[src/rtl/mips_fetch_pkg.sv]
`default_nettype none
// ============================================================================
// mips_fetch_pkg : opcodes, FSM states and FIFO entry type for the fetch stage.
// FETCH_JAL_EN: when defined, JAL is flagged as a jump alongside J.  Rev 1.0
// ============================================================================
package mips_fetch_pkg;

  localparam logic [5:0] OPC_J   = 6'b000010;
  localparam logic [5:0] OPC_JAL = 6'b000011;

  localparam int FETCH_ADDR_W = 32;
  localparam int FETCH_DATA_W = 32;

`ifdef FETCH_JAL_EN
  localparam bit JAL_IS_JUMP = 1'b1;
`else
  localparam bit JAL_IS_JUMP = 1'b0;
`endif

  typedef enum logic [1:0] {
    IDLE     = 2'd0,
    WAIT_ACK = 2'd1,
    DISCARD  = 2'd2
  } fetch_state_t;

  typedef struct packed {
    logic [FETCH_ADDR_W-1:0] addr;
    logic [FETCH_DATA_W-1:0] word;
  } fetch_entry_t;

  function automatic logic opcode_is_jump(input logic [5:0] opc);
    return (opc == OPC_J) || (JAL_IS_JUMP && (opc == OPC_JAL));
  endfunction

endpackage
`default_nettype wire

[src/rtl/fetch_fifo.sv]
`default_nettype none
// ============================================================================
// fetch_fifo : synchronous prefetch FIFO of fetch entries; flush beats push/pop.
// Rev 1.0
// ============================================================================
module fetch_fifo
  import mips_fetch_pkg::*;
#(
  parameter int DEPTH = 4
) (
  input  logic                   clk,
  input  logic                   reset,
  input  logic                   push,
  input  logic                   pop,
  input  logic                   flush,
  input  fetch_entry_t           wr_entry,
  output fetch_entry_t           rd_entry,
  output logic [$clog2(DEPTH):0] count
);

  localparam int PTR_W = $clog2(DEPTH);
  localparam int CNT_W = PTR_W + 1;

  fetch_entry_t     entries [DEPTH];
  logic [PTR_W-1:0] wr_ptr;
  logic [PTR_W-1:0] rd_ptr;
  logic             do_push;
  logic             do_pop;

  assign do_push  = push && !flush && (count != CNT_W'(DEPTH));
  assign do_pop   = pop && !flush && (count != '0);
  assign rd_entry = entries[rd_ptr];

  // Pointers are exactly log2(DEPTH) wide, so increment wraps modulo DEPTH.
  always_ff @(posedge clk) begin
    if (reset || flush) begin
      wr_ptr <= '0;
      rd_ptr <= '0;
      count  <= '0;
    end else begin
      if (do_push) wr_ptr <= wr_ptr + PTR_W'(1);
      if (do_pop)  rd_ptr <= rd_ptr + PTR_W'(1);
      case ({do_push, do_pop})
        2'b10:   count <= count + CNT_W'(1);
        2'b01:   count <= count - CNT_W'(1);
        default: count <= count;
      endcase
    end
  end

  always_ff @(posedge clk) begin
    if (do_push) entries[wr_ptr] <= wr_entry;
  end

endmodule
`default_nettype wire

[src/rtl/instruction_fetch_mips.sv]
`default_nettype none
// ============================================================================
// instruction_fetch_mips : single-outstanding fetch into a prefetch FIFO, with
// J/JAL detection at pop that redirects the PC and flushes prefetched words. Rev 1.0
// ============================================================================
module instruction_fetch_mips
  import mips_fetch_pkg::*;
#(
  parameter int FIFO_DEPTH = 4,
  parameter int ADDR_W     = 32,
  parameter int DATA_W     = 32
) (
  input  logic              clk,
  input  logic              reset,
  input  logic [ADDR_W-1:0] ptr,
  output logic              pc_en,
  output logic              is_jump,
  output logic              mem_req,
  output logic [ADDR_W-1:0] mem_addr,
  input  logic              mem_ack,
  input  logic [DATA_W-1:0] mem_rdata,
  output logic              instr_valid,
  input  logic              instr_ready,
  output logic [DATA_W-1:0] instruction,
  output logic [ADDR_W-1:0] instr_pc
);

  localparam int CNT_W = $clog2(FIFO_DEPTH) + 1;

  fetch_state_t     state;
  fetch_entry_t     wr_entry;
  fetch_entry_t     rd_entry;
  logic [CNT_W-1:0] fifo_count;
  logic             fifo_full;
  logic             pop;

  assign instr_valid = (fifo_count != '0);
  assign fifo_full   = (fifo_count == CNT_W'(FIFO_DEPTH));
  assign pop         = instr_valid && instr_ready;
  assign instruction = DATA_W'(rd_entry.word);
  assign instr_pc    = ADDR_W'(rd_entry.addr);
  assign is_jump     = pop && opcode_is_jump(instruction[31:26]);
  // A response landing on a jump edge belongs to the abandoned path.
  assign pc_en       = (state == WAIT_ACK) && mem_ack && !is_jump;

  assign wr_entry.addr = FETCH_ADDR_W'(mem_addr);
  assign wr_entry.word = FETCH_DATA_W'(mem_rdata);

  fetch_fifo #(
    .DEPTH(FIFO_DEPTH)
  ) u_fifo (
    .clk      (clk),
    .reset    (reset),
    .push     (pc_en),
    .pop      (pop),
    .flush    (is_jump),
    .wr_entry (wr_entry),
    .rd_entry (rd_entry),
    .count    (fifo_count)
  );

  always_ff @(posedge clk) begin
    if (reset) begin
      state    <= IDLE;
      mem_req  <= 1'b0;
      mem_addr <= '0;
    end else begin
      case (state)
        IDLE: begin
          // ptr is about to be overwritten by a jump target; wait one cycle.
          if (!fifo_full && !is_jump) begin
            mem_req  <= 1'b1;
            mem_addr <= ptr;
            state    <= WAIT_ACK;
          end
        end
        WAIT_ACK: begin
          if (mem_ack) begin
            mem_req <= 1'b0;
            state   <= IDLE;
          end else if (is_jump) begin
            state <= DISCARD;
          end
        end
        DISCARD: begin
          if (mem_ack) begin
            mem_req <= 1'b0;
            state   <= IDLE;
          end
        end
        default: begin
          mem_req <= 1'b0;
          state   <= IDLE;
        end
      endcase
    end
  end

endmodule
`default_nettype wire

[config.mk]
export PLATFORM = sky130hd
export DESIGN_NAME = instruction_fetch_mips
export DESIGN_NICKNAME = d
export VERILOG_FILES = /design/src/rtl/mips_fetch_pkg.sv /design/src/rtl/fetch_fifo.sv /design/src/rtl/instruction_fetch_mips.sv
export SDC_FILE = /design/constraint.sdc
export NUM_CORES = 1
export LEC_CHECK = 0
export ABC_CLOCK_PERIOD_IN_PS = 3200
export CORE_MARGIN = 2
export CORE_UTILIZATION = 24
export DETAILED_ROUTE_END_ITERATION = 8
export PLACE_DENSITY = 0.53
export SYNTH_ARGS = -nofsm -noshare
export SYNTH_HDL_FRONTEND = slang
export SYNTH_SLANG_ARGS = --single-unit
[constraint.sdc]
create_clock -name clk -period 3.2 [get_ports clk]
set_input_delay 0.64 -clock clk [delete_from_list [all_inputs] [get_ports clk]]
set_output_delay 0.64 -clock clk [all_outputs]
set_load 0.02 [all_outputs]
==> results of run 1 <==
-- worst min path at each step --
stage | endpoint | startpoint
floorplan | register | u_fifo.rd_ptr[0]
global placement | register | u_fifo.rd_ptr[0]
detailed placement | register | u_fifo.rd_ptr[0]
CTS | register | u_fifo.rd_ptr[0]
global route | u_fifo.rd_ptr[0] | u_fifo.rd_ptr[0]
finish | register | u_fifo.rd_ptr[0]
-- state kept, by name, indices dropped and copies added, names as in the netlist, named ones only --
signal          count
u_fifo.wr_ptr       2
u_fifo.count        3
u_fifo.rd_ptr       2
state               2
mem_req             1
u_fifo.entries    256
mem_addr           32
-- timing repair --
item,CTS,global route
resized for setup,23,19
pin swaps,1,3
buffers inserted,1,4
endpoints found under the setup margin,60,51
-- power breakdown --
part / internal, mW / total [mW] / switching (mW)
registers: 4.81 / 5.12 / 0.309
clock network: 2.45 / 3.94 / 1.49
logic: 1.86 / 3.75 / 1.89
total: 9.12 / 12.8 / 3.70
-- worst reg2reg max path, stage by stage, from the launching register on --
cell	delay, ps
sky130_fd_sc_hd__dfxtp_4	410
sky130_fd_sc_hd__mux4_2	540
sky130_fd_sc_hd__buf_4	160
sky130_fd_sc_hd__nor4b_2	480
sky130_fd_sc_hd__a21oi_1	160
sky130_fd_sc_hd__inv_1	110
sky130_fd_sc_hd__ha_1	170
sky130_fd_sc_hd__inv_1	60
sky130_fd_sc_hd__fa_1	370
sky130_fd_sc_hd__xor2_1	150
sky130_fd_sc_hd__nor2_1	110
sky130_fd_sc_hd__xnor2_1	130
sky130_fd_sc_hd__nor3_1	60
-- cells in the mapped netlist, types with 2 or more instances --
library cell and n:
sky130_fd_sc_hd__buf_2 5, sky130_fd_sc_hd__mux2i_1 34, sky130_fd_sc_hd__xor2_1 3, sky130_fd_sc_hd__nand2_1 70, sky130_fd_sc_hd__nor2_1 9, sky130_fd_sc_hd__nand3_1 3
sky130_fd_sc_hd__clkbuf_1 15, sky130_fd_sc_hd__and2_1 4, sky130_fd_sc_hd__edfxtp_1 256, sky130_fd_sc_hd__inv_1 9, sky130_fd_sc_hd__or3_1 2, sky130_fd_sc_hd__dfxtp_1 44
sky130_fd_sc_hd__ha_1 8, sky130_fd_sc_hd__buf_1 5, sky130_fd_sc_hd__mux4_2 64, sky130_fd_sc_hd__nor3_1 7, sky130_fd_sc_hd__o21ai_0 5, sky130_fd_sc_hd__a21oi_1 4
sky130_fd_sc_hd__o211ai_1 6
-- per-layer routing --
| metal | track usage, % | vias to the layer above | share of wire, % |
|---|---|---|---|
| met1 | 14.5 | 2994 | 46 |
| met3 | 3.19 | 32 | 5.2 |
| met4 | 3.22 | 0 | 1.9 |
| li1 | - | 2715 | - |
| met5 | 0 | - | 0 |
| met2 | 17.3 | 125 | 47 |
-- final cells by class --
| type | count | area, µm² | share of cell area [%] |
|---|---|---|---|
| multi-input cells | 235 | 2570 | 16.8 |
| clock buffers | 51 | 1020 | 6.65 |
| flip-flops and latches | 300 | 8580 | 56.0 |
| well taps | 607 | 759 | 4.96 |
| inverters | 10 | 37.5 | 0.245 |
| clock inverters | 11 | 133 | 0.866 |
| repair buffers | 210 | 2210 | 14.4 |
-- cells by family after synthesis --
logic type,count (synthesis),synth area share (%)
flops,300,76.1
simple gates,104,4.13
fa+ha+maj,9,1.07
buf+inv,37,1.39
xor+xnor,4,0.311
mux,98,15.8
compound gates,20,1.19
-- stage by stage --
step | setup WS [ps] | total power [mW] | setup TNS, ps
2_1_floorplan | 275 | 7.20 | 0
4_1_cts | -5.84 | 13.0 | -5.84
6_report | 99.2 | 12.8 | 0
3_5_place_dp | 81.6 | 8.99 | 0
5_1_grt | -5.16 | 13.5 | -5.16
3_3_place_gp | 62.9 | 8.97 | 0
==> results.toml, run 1 <==
[synthesis]
synth.largest_area_cell = "sky130_fd_sc_hd__edfxtp_1"
ys_async_sr_fraction_pct = 0
synthesis.yosys.warnings = 0
largest_cells_by_area_after_synthesis = "sky130_fd_sc_hd__edfxtp_1, sky130_fd_sc_hd__mux4_2, sky130_fd_sc_hd__dfxtp_1, sky130_fd_sc_hd__mux2i_1, sky130_fd_sc_hd__nand2_1"
post_synth_instance_area_um2 = 11300
post-synth-top-area-fraction_pct = 68.3
synth_nets = 649
postSynthCellCount = 572
synth_seq_cells = 300
synthDistinctLibCells = 38
seq_area_frac_synth_pct = 76.1
avgSynthCellArea_um2 = 19.7
synth_flop_cell = "sky130_fd_sc_hd__edfxtp_1"
edff_count_synth = 256

[timing]
max_slew.worst_pin.slew_ps = 527
fin_crit_ps = 3100
final_hold_viol_count = 0
final.hold.worst_slack_ps = 490
timing.final.crit_share_pct = 96.9
fmaxAchievable_mhz = 322
clock-skew-final_ps = 10.5
report.final.setup_viol = 0
slew_viol_final = 0
grt_setup_unrepaired = "true"
worst_slew_margin_rel_pct = 64.6

[clock_tree]
clk_transition_reported_paths_ps = 60
worst_skew_pair.late_latency_ps = 520
cts.htree.levels = 2
ctsRootBufferMaster = "sky130_fd_sc_hd__clkbuf_16"
cts_buffer_depth = 3
clkSinkCount = 300
cts_tree = "done"
cts_made_buffers = 34
cts_hold_repair.buffers = 0

[detailed_routing]
detail_route.drc_violations = 0
ant_nets = 0
wire_per_inst_um = 18.5
drt_iter0_markers = 320
wl_um = 26400
vias = 5866
vias_per_cell = 4.12
drt_first_pass_iters = 4

[job]
max_cap_viol_count = 0

[setup_path]
worstSetupStartpointType = "register"
critical_path.reg2reg.endpoint = "u_fifo.count[2]"
setup.worst_path.end = "pc_en"
critical-path-slowest-cell = "sky130_fd_sc_hd__or4b_4"
ordered_list_of_cells_on_the_worst_path = "mux4_2 -> or4b_4 -> buf_8 -> nor2_4 -> nor2_2 -> buf_6"
critPathBufInv = 2
setup.worst_path.class = "reg2out"
timing.critical_path.slowest_cell_delay_ps = 590
cp.required_ps = 2560
critical_path_depth = 6
cp-end-kind = "output pin"
cp_top_delay_family = "simple AND/OR/NAND/NOR gates"
crit_arrival_ps = 2460
r2r_cells = 12
worst-path-max-fanout = 6
r2r_setup_slk_ps = 180

[cells_and_area]
layout.core_utilization_pct = 33.0
ratio_of_cells_with_drive_above_1_in_the_final_layout_pct = 21.8
antennaDiodeCount = 0
layout.cells.most_common = "sky130_fd_sc_hd__edfxtp_1"
area_growth_pct = 36.0
layout_common_cells = "sky130_fd_sc_hd__edfxtp_1, sky130_fd_sc_hd__clkdlybuf4s50_1, sky130_fd_sc_hd__nand2_1"
design_area_um2 = 15300
n_fill_cell = 4540
num-nets-final = 868
finalNonFillerCells = 1424

[die]
die-height_um = 221
die_w_um = 221
io_pins = 168
floorplan.rows = 79
total_die_area_um2 = 48700
coreArea_um2 = 46500
initial_cell_density_of_the_core_pct = 24.2

[placement]
placedCellCount = 1357
placed_cell_area_um2 = 14000
place.port_buffers = 167
gp_congestion = 0.701
hpwl_um = 17100

[pwr]
power.static_leakage_nw = 5.19
power.ir.vdd_worst_mv = 0.368
power_per_cell_area_nw_per_um2 = 837

[min_path]
worstHoldPathCells = 2
timing.hold.worst.class = "reg2reg"

[global_route]
antenna_violations_before_repair = 0
grt_use_total_pct = 10.9
largest_net_degree_at_the_start_of_global_routing = 47
residual_overflow_from_global_routing = 0
vias_in_the_first_global_route = 6061
grt_pass1_wl_um = 38700

[status]
outcome = "finished clean"
Note: power is estimated with default switching activity, not from simulation.
==> inputs of run 2 (changes only) <==
--- a/config.mk
+++ b/config.mk
@@ -8,6 +8,7 @@
 export ABC_CLOCK_PERIOD_IN_PS = 3200
 export CORE_MARGIN = 2
 export CORE_UTILIZATION = 24
+export CTS_CLUSTER_DIAMETER = 100
 export DETAILED_ROUTE_END_ITERATION = 8
 export PLACE_DENSITY = 0.53
 export SYNTH_ARGS = -nofsm -noshare
==> results of run 2 <==
Same layout as run 1: the final DEF is identical, and so are final timing and power.
